[config.mk]
export PLATFORM = sky130hd
export DESIGN_NAME = player_ship_ctrl
export DESIGN_NICKNAME = d
export VERILOG_FILES = /design/src/rtl/ship_pkg.sv /design/src/rtl/ship_collide.sv /design/src/rtl/player_ship_ctrl.sv
export SDC_FILE = /design/constraint.sdc
export NUM_CORES = 1
export LEC_CHECK = 0
export CORE_MARGIN = 2
export CORE_UTILIZATION = 50
export CTS_CLUSTER_DIAMETER = 150
export CTS_CLUSTER_SIZE = 14
export DETAILED_ROUTE_END_ITERATION = 10
export PLACE_DENSITY = 0.75
export RECOVER_POWER = 100
export SLEW_MARGIN = 0
export SYNTH_ARGS = -nofsm -noshare
export SYNTH_HDL_FRONTEND = slang
export SYNTH_HIERARCHICAL = 1
export SYNTH_SLANG_ARGS = --single-unit
[constraint.sdc]
create_clock -name frame_clk -period 7.4 [get_ports frame_clk]
set_input_delay 1.11 -clock frame_clk [delete_from_list [all_inputs] [get_ports frame_clk]]
set_output_delay 1.11 -clock frame_clk [all_outputs]
set_load 0.01 [all_outputs]
[src/rtl/ship_pkg.sv]
// Shared types, key codes and default playfield geometry for the player ship block.
package ship_pkg;

  typedef enum logic [1:0] {
    ALIVE   = 2'd0,
    RESPAWN = 2'd1,
    DEAD    = 2'd2
  } ship_state_t;

  localparam logic [7:0] KEY_A       = 8'h04;
  localparam logic [7:0] KEY_D       = 8'h07;
  localparam logic [7:0] KEY_W       = 8'h1A;
  localparam logic [7:0] KEY_S       = 8'h16;
  localparam logic [7:0] KEY_RESTART = 8'h28;

  localparam int DEF_X_MIN       = 9;
  localparam int DEF_X_MAX       = 630;
  localparam int DEF_Y_MIN       = 32;
  localparam int DEF_Y_MAX       = 473;
  localparam int DEF_X_START     = 320;
  localparam int DEF_Y_START     = 450;
  localparam int DEF_HALF_W      = 17;
  localparam int DEF_HALF_W_MOVE = 14;
  localparam int DEF_HALF_H      = 16;

endpackage

[src/rtl/ship_collide.sv]
// Combinational AABB overlap of the ship against every enemy slot; lowest colliding index wins.
module ship_collide #(
  parameter int OBJ_NUM = 4,
  parameter int IDX_W   = 2
) (
  input  logic [9:0]         ship_x,
  input  logic [9:0]         ship_y,
  input  logic [9:0]         ship_w,
  input  logic [9:0]         ship_h,
  input  logic [9:0]         enemy_x    [OBJ_NUM],
  input  logic [9:0]         enemy_y    [OBJ_NUM],
  input  logic [9:0]         enemy_size [OBJ_NUM],
  input  logic [OBJ_NUM-1:0] enemy_alive,
  output logic               any_hit,
  output logic [IDX_W-1:0]   hit_idx
);

  logic [OBJ_NUM-1:0] hit_vec;

  // Half-extents are moved to the enemy side of each inequality so nothing can underflow.
  always_comb begin
    hit_vec = '0;
    for (int i = 0; i < OBJ_NUM; i++) begin
      hit_vec[i] = enemy_alive[i]
        && ({2'b00, ship_x} <= {2'b00, enemy_x[i]} + {2'b00, enemy_size[i]} + {2'b00, ship_w})
        && ({2'b00, ship_y} <= {2'b00, enemy_y[i]} + {2'b00, enemy_size[i]} + {2'b00, ship_h})
        && ({2'b00, ship_x} + {2'b00, ship_w} > {2'b00, enemy_x[i]})
        && ({2'b00, ship_y} + {2'b00, ship_h} > {2'b00, enemy_y[i]});
    end
  end

  always_comb begin
    any_hit = 1'b0;
    hit_idx = '0;
    for (int i = OBJ_NUM - 1; i >= 0; i--) begin
      if (hit_vec[i]) begin
        any_hit = 1'b1;
        hit_idx = IDX_W'(i);
      end
    end
  end

endmodule

[src/rtl/player_ship_ctrl.sv]
// Player ship controller: keyboard motion with clamping, enemy collision, lives and
// invulnerable respawn, game-over with restart key. All state advances on frame_clk.
module player_ship_ctrl
  import ship_pkg::*;
#(
  parameter int OBJ_NUM       = 4,
  parameter int KEY_SLOTS     = 3,
  parameter int STEP          = 3,
  parameter int LIVES_INIT    = 3,
  parameter int INVULN_FRAMES = 60,
  parameter int X_MIN         = DEF_X_MIN,
  parameter int X_MAX         = DEF_X_MAX,
  parameter int Y_MIN         = DEF_Y_MIN,
  parameter int Y_MAX         = DEF_Y_MAX,
  parameter int X_START       = DEF_X_START,
  parameter int Y_START       = DEF_Y_START,
  parameter int HALF_W        = DEF_HALF_W,
  parameter int HALF_W_MOVE   = DEF_HALF_W_MOVE,
  parameter int HALF_H        = DEF_HALF_H,
  parameter int LIVES_W       = $clog2(LIVES_INIT + 1),
  parameter int IDX_W         = (OBJ_NUM > 1) ? $clog2(OBJ_NUM) : 1
) (
  input  logic                   frame_clk,
  input  logic                   Reset,
  input  logic [8*KEY_SLOTS-1:0] keycode,
  input  logic [9:0]             enemy_x    [OBJ_NUM],
  input  logic [9:0]             enemy_y    [OBJ_NUM],
  input  logic [9:0]             enemy_size [OBJ_NUM],
  input  logic [OBJ_NUM-1:0]     enemy_alive,
  output logic [9:0]             ship_x,
  output logic [9:0]             ship_y,
  output logic [9:0]             ship_w,
  output logic [9:0]             ship_h,
  output logic                   left_move,
  output logic                   right_move,
  output logic [LIVES_W-1:0]     lives,
  output logic                   invuln,
  output logic                   hit_valid,
  output logic [IDX_W-1:0]       hit_idx,
  output logic                   game_over
);

  localparam int CNT_W = (INVULN_FRAMES > 1) ? $clog2(INVULN_FRAMES) : 1;

  localparam logic signed [10:0] X_LO = 11'(X_MIN + HALF_W_MOVE);
  localparam logic signed [10:0] X_HI = 11'(X_MAX - HALF_W_MOVE);
  localparam logic signed [10:0] Y_LO = 11'(Y_MIN + HALF_H);
  localparam logic signed [10:0] Y_HI = 11'(Y_MAX - HALF_H);

  ship_state_t        state_q, state_d;
  logic [9:0]         ship_x_q, ship_x_d;
  logic [9:0]         ship_y_q, ship_y_d;
  logic               left_move_q, left_move_d;
  logic               right_move_q, right_move_d;
  logic [LIVES_W-1:0] lives_q, lives_d;
  logic [CNT_W-1:0]   cnt_q, cnt_d;
  logic               hit_valid_q, hit_valid_d;
  logic [IDX_W-1:0]   hit_idx_q, hit_idx_d;

  logic               key_a, key_d, key_w, key_s, key_restart;
  logic               mv_left, mv_right, mv_up, mv_down;
  logic signed [10:0] nx, ny;
  logic               any_hit;
  logic [IDX_W-1:0]   col_idx;

  assign ship_x     = ship_x_q;
  assign ship_y     = ship_y_q;
  assign ship_w     = (left_move_q | right_move_q) ? 10'(HALF_W_MOVE) : 10'(HALF_W);
  assign ship_h     = 10'(HALF_H);
  assign left_move  = left_move_q;
  assign right_move = right_move_q;
  assign lives      = lives_q;
  assign invuln     = (state_q == RESPAWN);
  assign hit_valid  = hit_valid_q;
  assign hit_idx    = hit_idx_q;
  assign game_over  = (state_q == DEAD);

  ship_collide #(
    .OBJ_NUM (OBJ_NUM),
    .IDX_W   (IDX_W)
  ) u_collide (
    .ship_x      (ship_x_q),
    .ship_y      (ship_y_q),
    .ship_w      (ship_w),
    .ship_h      (ship_h),
    .enemy_x     (enemy_x),
    .enemy_y     (enemy_y),
    .enemy_size  (enemy_size),
    .enemy_alive (enemy_alive),
    .any_hit     (any_hit),
    .hit_idx     (col_idx)
  );

  always_comb begin
    key_a       = 1'b0;
    key_d       = 1'b0;
    key_w       = 1'b0;
    key_s       = 1'b0;
    key_restart = 1'b0;
    for (int s = 0; s < KEY_SLOTS; s++) begin
      if (keycode[8*s +: 8] == KEY_A)       key_a       = 1'b1;
      if (keycode[8*s +: 8] == KEY_D)       key_d       = 1'b1;
      if (keycode[8*s +: 8] == KEY_W)       key_w       = 1'b1;
      if (keycode[8*s +: 8] == KEY_S)       key_s       = 1'b1;
      if (keycode[8*s +: 8] == KEY_RESTART) key_restart = 1'b1;
    end
    mv_left  = key_a & ~key_d;
    mv_right = key_d & ~key_a;
    mv_up    = key_w & ~key_s;
    mv_down  = key_s & ~key_w;
  end

  // Candidate next position with opposite-key cancellation and playfield clamp.
  always_comb begin
    nx = $signed({1'b0, ship_x_q});
    ny = $signed({1'b0, ship_y_q});
    if (mv_left)       nx = nx - $signed(11'(STEP));
    else if (mv_right) nx = nx + $signed(11'(STEP));
    if (mv_up)         ny = ny - $signed(11'(STEP));
    else if (mv_down)  ny = ny + $signed(11'(STEP));
    if (nx < X_LO)      nx = X_LO;
    else if (nx > X_HI) nx = X_HI;
    if (ny < Y_LO)      ny = Y_LO;
    else if (ny > Y_HI) ny = Y_HI;
  end

  always_comb begin
    state_d      = state_q;
    ship_x_d     = ship_x_q;
    ship_y_d     = ship_y_q;
    left_move_d  = left_move_q;
    right_move_d = right_move_q;
    lives_d      = lives_q;
    cnt_d        = cnt_q;
    hit_valid_d  = 1'b0;
    hit_idx_d    = hit_idx_q;

    case (state_q)
      ALIVE: begin
        if (any_hit) begin
          hit_valid_d  = 1'b1;
          hit_idx_d    = col_idx;
          lives_d      = lives_q - LIVES_W'(1);
          left_move_d  = 1'b0;
          right_move_d = 1'b0;
          if (lives_q == LIVES_W'(1)) begin
            state_d = DEAD;
          end else begin
            state_d  = RESPAWN;
            ship_x_d = 10'(X_START);
            ship_y_d = 10'(Y_START);
            cnt_d    = CNT_W'(INVULN_FRAMES - 1);
          end
        end else begin
          ship_x_d     = 10'(nx);
          ship_y_d     = 10'(ny);
          left_move_d  = mv_left;
          right_move_d = mv_right;
        end
      end

      RESPAWN: begin
        ship_x_d     = 10'(nx);
        ship_y_d     = 10'(ny);
        left_move_d  = mv_left;
        right_move_d = mv_right;
        if (cnt_q == '0) state_d = ALIVE;
        else             cnt_d   = cnt_q - CNT_W'(1);
      end

      DEAD: begin
        left_move_d  = 1'b0;
        right_move_d = 1'b0;
        lives_d      = '0;
        if (key_restart) begin
          state_d  = ALIVE;
          ship_x_d = 10'(X_START);
          ship_y_d = 10'(Y_START);
          lives_d  = LIVES_W'(LIVES_INIT);
          cnt_d    = '0;
          hit_idx_d = '0;
        end
      end

      default: state_d = ALIVE;
    endcase
  end

  always_ff @(posedge frame_clk) begin
    if (Reset) begin
      state_q      <= ALIVE;
      ship_x_q     <= 10'(X_START);
      ship_y_q     <= 10'(Y_START);
      left_move_q  <= 1'b0;
      right_move_q <= 1'b0;
      lives_q      <= LIVES_W'(LIVES_INIT);
      cnt_q        <= '0;
      hit_valid_q  <= 1'b0;
      hit_idx_q    <= '0;
    end else begin
      state_q      <= state_d;
      ship_x_q     <= ship_x_d;
      ship_y_q     <= ship_y_d;
      left_move_q  <= left_move_d;
      right_move_q <= right_move_d;
      lives_q      <= lives_d;
      cnt_q        <= cnt_d;
      hit_valid_q  <= hit_valid_d;
      hit_idx_q    <= hit_idx_d;
    end
  end

endmodule
# Yosys cells after proc, flatten, opt, wreduce, memory -nomap -nowiden
# Cells that the tools add are included.
# Widths: inputs -> output; s select.
dict set report op_classes {
  addsub 24
  order_cmp 20
  n_eq_ne 24
  mux 60
  bitwise_logic 10
  reduce_logical 26
}
# op n
set op_table {}
lappend op_table {{$mux 10} 10}
lappend op_table {{$gt 12x10->1} 8}
lappend op_table {{$le 10x12->1} 8}
lappend op_table {{$add 10x10->11} 8}
lappend op_table {{$pmux 10 s3} 2}
lappend op_table {{$add 12x5->12} 4}
lappend op_table {{$add 12x5->12 const B} 4}
lappend op_table {{$eq 8x3->1 const B} 6}
lappend op_table {{$eq 8x5->1 const B} 6}
lappend op_table {{$mux 11} 4}
lappend op_table {{$eq 8x6->1 const B} 3}
lappend op_table {{$mux 6} 4}
lappend op_table {{$add 10x2->11 const B} 2}
lappend op_table {{$mux 1} 22}
lappend op_table {{$mux 2} 11}
lappend op_table {{$sub 10x2->11 const B} 2}
lappend op_table {{$pmux 6 s3} 1}
lappend op_table {{$logic_and 1x1->1} 16}
lappend op_table {{$add 10x5->11} 1}
lappend op_table {{$add 10x5->11 const B} 1}
lappend op_table {{$gt 11x10->1 const B} 1}
lappend op_table {{$gt 11x11->1 const B} 1}
lappend op_table {{$lt 11x6->1 const B} 1}
lappend op_table {{$lt 11x7->1 const B} 1}
lappend op_table {{22 further kinds} 37}
dict set report word_totals {
  register_bits 35
  elab_cells 173
}

# Depth between registers and ports, before layout
dict set report depth {
  word_depth 14
  mapped_depth 31
  depth_no_buf 29
}

# Cells and area by module
# Netlist, hierarchy kept.
# module instances cells_each area_per_inst_um2 seq_area_each_um2
set by_module_without_submodules {}
lappend by_module_without_submodules {ship_collide 1 1139 9546.7 0.0}
lappend by_module_without_submodules {player_ship_ctrl 1 451 3349.5 700.7}

# Worst setup path after synthesis
# No wires, ideal clock.
dict set report synth_path {
  path_type {in2reg}
  startpoint {input port enemy_y[21] in the netlist's numbering}
  endpoint {register ship_x_q[2], in the netlist ship_x[2]}
  setup_ns 0.122
  arrival_time_ns 6.162
  t_required_ns 7.278
  setup_slack_ns 1.116
  stages 26
  path_cell_list {fa_1 ha_1 fa_1 a21o_1 a21oi_1 nor2b_1 o31ai_1 nand2b_1 a21oi_1 xor2_1 ha_1 a211o_1 o22ai_1 nor3_1 o31a_1 and4_1 nor4_1 a31oi_1 nand2_1 clkbuf_1 a311o_1 clkbuf_1 or3_1 clkbuf_1 nor2_1 a221o_1}
}
dict set report synth_via {
  elab_chain_len 10
  word_cells_on_any_way 13
}
# element line_no
set synth_rtl {}
lappend synth_rtl {{start, declared} player_ship_ctrl.sv:27} ;# input logic [9:0] enemy_y [OBJ_NUM],
lappend synth_rtl {{$add 10x10->11} ship_collide.sv:26} ;# && ({2'b00, ship_y} <= {2'b00, enemy_y[i]} + {2'b00, enemy_size[i]} + {2'b00, ship_h})
lappend synth_rtl {{$add 12x5->12} ship_collide.sv:26}
lappend synth_rtl {{$le 10x12->1} ship_collide.sv:26}
lappend synth_rtl {{$logic_and 1x1->1} ship_collide.sv:26}
lappend synth_rtl {{$logic_and 1x1->1} ship_collide.sv:27} ;# && ({2'b00, ship_x} + {2'b00, ship_w} > {2'b00, enemy_x[i]})
lappend synth_rtl {{$logic_and 1x1->1 (*)} ship_collide.sv:28} ;# && ({2'b00, ship_y} + {2'b00, ship_h} > {2'b00, enemy_y[i]});
lappend synth_rtl {{$mux 1 (*) (2 in a row)} ship_collide.sv:36} ;# if (hit_vec[i]) begin
lappend synth_rtl {{via any_hit} player_ship_ctrl.sv:63} ;# logic any_hit;
lappend synth_rtl {{$ne 3x3->1 (no source line) / $mux 10 (equally long branches)} n/a}
lappend synth_rtl {{$reduce_and 3->1 (no source line) / $pmux 10 s3 (equally long branches)} n/a}
lappend synth_rtl {{end signal, assigned} player_ship_ctrl.sv:192} ;# ship_x_q <= 10'(X_START);
lappend synth_rtl {{end signal, assigned} player_ship_ctrl.sv:202} ;# ship_x_q <= ship_x_d;
lappend synth_rtl {{end, declared} player_ship_ctrl.sv:51} ;# logic [9:0] ship_x_q, ship_x_d;
# Mark *: on every way through the listed nets, which the timed path passes. The rest lies on a longest branch.
# A chain may end at the register's enable or synchronous reset.

# Final worst setup path
dict set report layout_path {
  startpoint {input port enemy_size[11] in the netlist's numbering}
  endpoint {register ship_x_q[0], in the netlist ship_x[0]}
}
dict set report layout_via {
  elab_chain_len 12
  word_cells_on_any_way 17
}
# element line_no
set layout_rtl {}
lappend layout_rtl {{start, declared} player_ship_ctrl.sv:28} ;# input logic [9:0] enemy_size [OBJ_NUM],
lappend layout_rtl {{$add 10x10->11} ship_collide.sv:25} ;# && ({2'b00, ship_x} <= {2'b00, enemy_x[i]} + {2'b00, enemy_size[i]} + {2'b00, ship_w})
lappend layout_rtl {{$add 12x5->12} ship_collide.sv:25}
lappend layout_rtl {{$le 10x12->1} ship_collide.sv:25}
lappend layout_rtl {{$logic_and 1x1->1} ship_collide.sv:25}
lappend layout_rtl {{$logic_and 1x1->1 (*)} ship_collide.sv:26}
lappend layout_rtl {{$logic_and 1x1->1 (*)} ship_collide.sv:27}
lappend layout_rtl {{$logic_and 1x1->1 (*)} ship_collide.sv:28}
lappend layout_rtl {{$mux 1 (*) (3 in a row)} ship_collide.sv:36}
lappend layout_rtl {{via any_hit} player_ship_ctrl.sv:63}
lappend layout_rtl {{$ne 3x3->1 (no source line) / $mux 10 (equally long branches)} n/a}
lappend layout_rtl {{$reduce_and 3->1 (no source line) / $pmux 10 s3 (equally long branches)} n/a}
# Marked as above.

==> results by group <==
Route
  – Pre-Repair DR Iteration Count: 6
  – DR iter-0 viols: 1010
  – Final WL: 42.45 mm
  – DRC viols: 0
  – ANT nets after route: 0
  – Per-cell routed wire length: 19.44 um
  – Vias per cell: 6.052
  – DR vias: 13.22k

STA
  – Final hold violations: 0
  – Slew margin rel.: 0.1930
  – Fin crit period: 7.040 ns
  – Pins Over Slew Limit: 0
  – Fin crit share: 0.9514
  – Fmax: 0.1420 GHz
  – Fin Hold WS: 0.4652 ns
  – Setup_tns: 0 ns
  – Setup ws final: 0.3599 ns
  – Unrepaired setup endpoints after global routing: false
  – Slew @ Worst Pin: 1.210 ns
  – Layout Skew: 0.0008987 ns
  – Final setup fails: 0

Worst hold path
  – Worst min path class: reg -> reg
  – Hold path cells: 2

Placement
  – Hpwl dp: 35.20 mm
  – PortBufs: 183
  – RePlAce Congestion: 0.9647
  – Pre-CTS WS: 0.1007 ns

Yosys
  – Post-synthesis adder-cell area fraction: 0.3883
  – Register area share after synthesis: 0.05433
  – Distinct cells, synth: 87
  – Post-synthesis cell count: 1590
  – Synth Area in Simple Gates: 0.1972
  – Post-synth EDFFs: 0
  – Synth Area in Compound Gates: 0.2317
  – Post-Syn Area per Cell: 8.111 sq um
  – Synth Area in XOR/XNOR: 0.06384
  – Main synth FF type: dfxtp_1
  – Combinational family with the most area after synthesis: adder cells
  – Post-synthesis async set-or-reset flop share: 0
  – Synth Warn #: 6
  – Register bit total from synthesis: 35
  – Mapped Area: 12900 sq um
  – Mux contribution to synthesized area: 0.007471

Clocking
  – Root buffer cell: clkbuf_16
  – H-tree depth: 2
  – Hold Buf Count CTS: 0
  – Setup repair bufs after CTS: 0
  – Clock Tree Buf Depth: 2
  – Clk Latency, worst-skew pair: 0.28 ns
  – CTS tree: done
  – Worst-path clk slew: 0.05 ns
  – CTS buffer count: 5
  – Clock Sinks: 35

Floorplan
  – Cell Rows: 58
  – Die X: 164.6 um
  – Io pins: 199
  – Die ar.: 27090 sq um
  – Initial Util: 0.5107
  – Core area: 25250 sq um
  – Die height: 164.6 um

Finish
  – Most frequent cells in the layout: ha_1, clkdlybuf4s50_1, inv_1, a21oi_1, nor2_1
  – FILL cells: 2269
  – Layout cells sized above 1: 0.02643
  – Post-layout nets: 2360
  – Commonest non-fill, non-tap cell in the layout: ha_1
  – Area grow syn2layout: 20.58%
  – Antenna diodes: 0

GRT
  – Largest net degree at the start of global routing: 27
  – Initial antenna violation count: 0
  – Vias in the first global route: 12.82k
  – First-pass GRT wire length: 65.72 mm
  – All-Layer GR Usage: 0.3085
  – GRT Residual Overflow: 0

Power
  – Seq pwr share: 0.088
  – Switch share: 0.5198
  – Clock power frac: 0.076
  – Psw: 1692 uW
  – Combinational Power Share: 0.836
  – Peak supply drop: 0.2487 mV
  – Cell leakage power: 0.007220 uW
  – Cell-internal power: 1563 uW
  – Pwr Density: 209.4 nW/um^2

Worst setup path
  – Setup Crit Path Kind: in -> reg
  – Crit path DAT: 7.27 ns
  – Startpoint class of the critical path: input pin
  – Critical path required time: 7.63 ns
  – Crit path max fanout: 5
  – Worst Reg2Reg Path Length in Cells: 25
  – Critical path endpoint category: register

Status
  – Outcome: finished clean

Run
  – Max cap viols: 0
-- state kept, by name, summed over array words and instances, names as in the netlist --
register and cells:
hit_idx 2, ship_y 10, ship_x 10, state_q 2
hit_valid 1, lives 2, left_move 1, right_move 1
cnt_q 6
-- power groups by stage --
stage / registers, uW / clock network [uW] / logic (uW)
global route: 289 / 257 / 3010
floorplan: 302 / 0 / 1840
detailed placement: 287 / 0 / 2630
CTS: 284 / 247 / 2660
global placement: 286 / 0 / 2560
finish: 286 / 249 / 2720
-- what timing repair did --
action                                 4_1_cts  5_1_grt
endpoints found under the hold margin        0        0
gates resized for setup                      0        4
setup endpoints to repair                    0       21
-- metal layers --
metal	GRT usage	vias to the layer above	wire (um)
met3	0.02411	120	2893
met2	0.5356	579	19620
met1	0.3896	6186	17760
met4	0.1415	0	2185
met5	0	-	0
li1	-	6332	-
-- Yosys cell counts, drive strengths merged, types with 16 or more instances --
library cell	count	area [sq um]
clkbuf	16	60.06
o21ai	88	440.4
buf	24	170.2
xor2	50	437.9
inv	133	499.2
ha	285	3566
xnor2	44	385.4
a31oi	18	112.6
nand2b	23	143.9
dfxtp	35	700.7
nand2	79	299.0
a211oi	21	157.7
nor3	41	215.2
nor2	104	392.9
fa	72	1441
and3	18	112.6
o21a	21	165.1
nand3	46	245.2
nand4	35	219.0
a21o	43	322.8
a21oi	127	639.4
nor2b	34	212.7
-- metrics by stage --
step             util  total power (uW)  cells  area, sq um
2_1_floorplan       -              2141   1680        13230
3_3_place_gp   0.6106              2845   2176        15420
3_5_place_dp   0.6106              2920   2176        15420
4_1_cts        0.6175              3186   2184        15600
5_1_grt        0.6157              3560   2184        15550
6_report       0.6157              3256   2184        15550
-- area by class of cell --
class	count	area, sq um	area share
multi-input combinational	1472	11820	0.7601
timing repair buffer	206	1944	0.1250
sequential	35	700.7	0.04506
inverter	133	499.2	0.03210
tap	330	412.9	0.02655
clock buffer	6	138.9	0.008931
clock inverter	2	35.03	0.002253
-- logic make-up after synthesis --
logic type | Yosys count
mux | 9
xor+xnor | 94
buf+inv | 173
flops | 35
simple gates | 469
other cells | 2
fa+ha+maj | 357
compound gates | 451
-- worst max-delay path: stages --
cell             delay [ns]
clkdlybuf4s50_1        0.54
fa_1                   0.44
ha_1                   0.25
fa_1                   0.43
a211oi_1               0.24
o21bai_1               0.12
a21oi_1                0.23
o21ai_0                0.11
a21oi_1                0.18
xor2_1                 0.09
ha_1                   0.32
o21a_1                 0.13
o22ai_1                0.07
a2111oi_0              0.39
o21ai_0                0.15
a221oi_1               0.45
a2111o_1               0.19
a21boi_1               0.32
nand2_1                0.20
a311o_1                0.33
or3_1                  0.42
buf_4                  0.18
a221oi_1               0.23
a211o_1                0.13
-- path summary, 6_finish.rpt --
kind                                      from         to  slack, ns
worst max register to register      right_move  ship_x[0]       0.76
worst min-delay path                  cnt_q[4]   cnt_q[4]       0.47
worst min register to register        cnt_q[4]   cnt_q[4]       0.47
worst max-delay path            enemy_size[11]  ship_x[0]       0.36
Power figures use the tool's default switching activity.
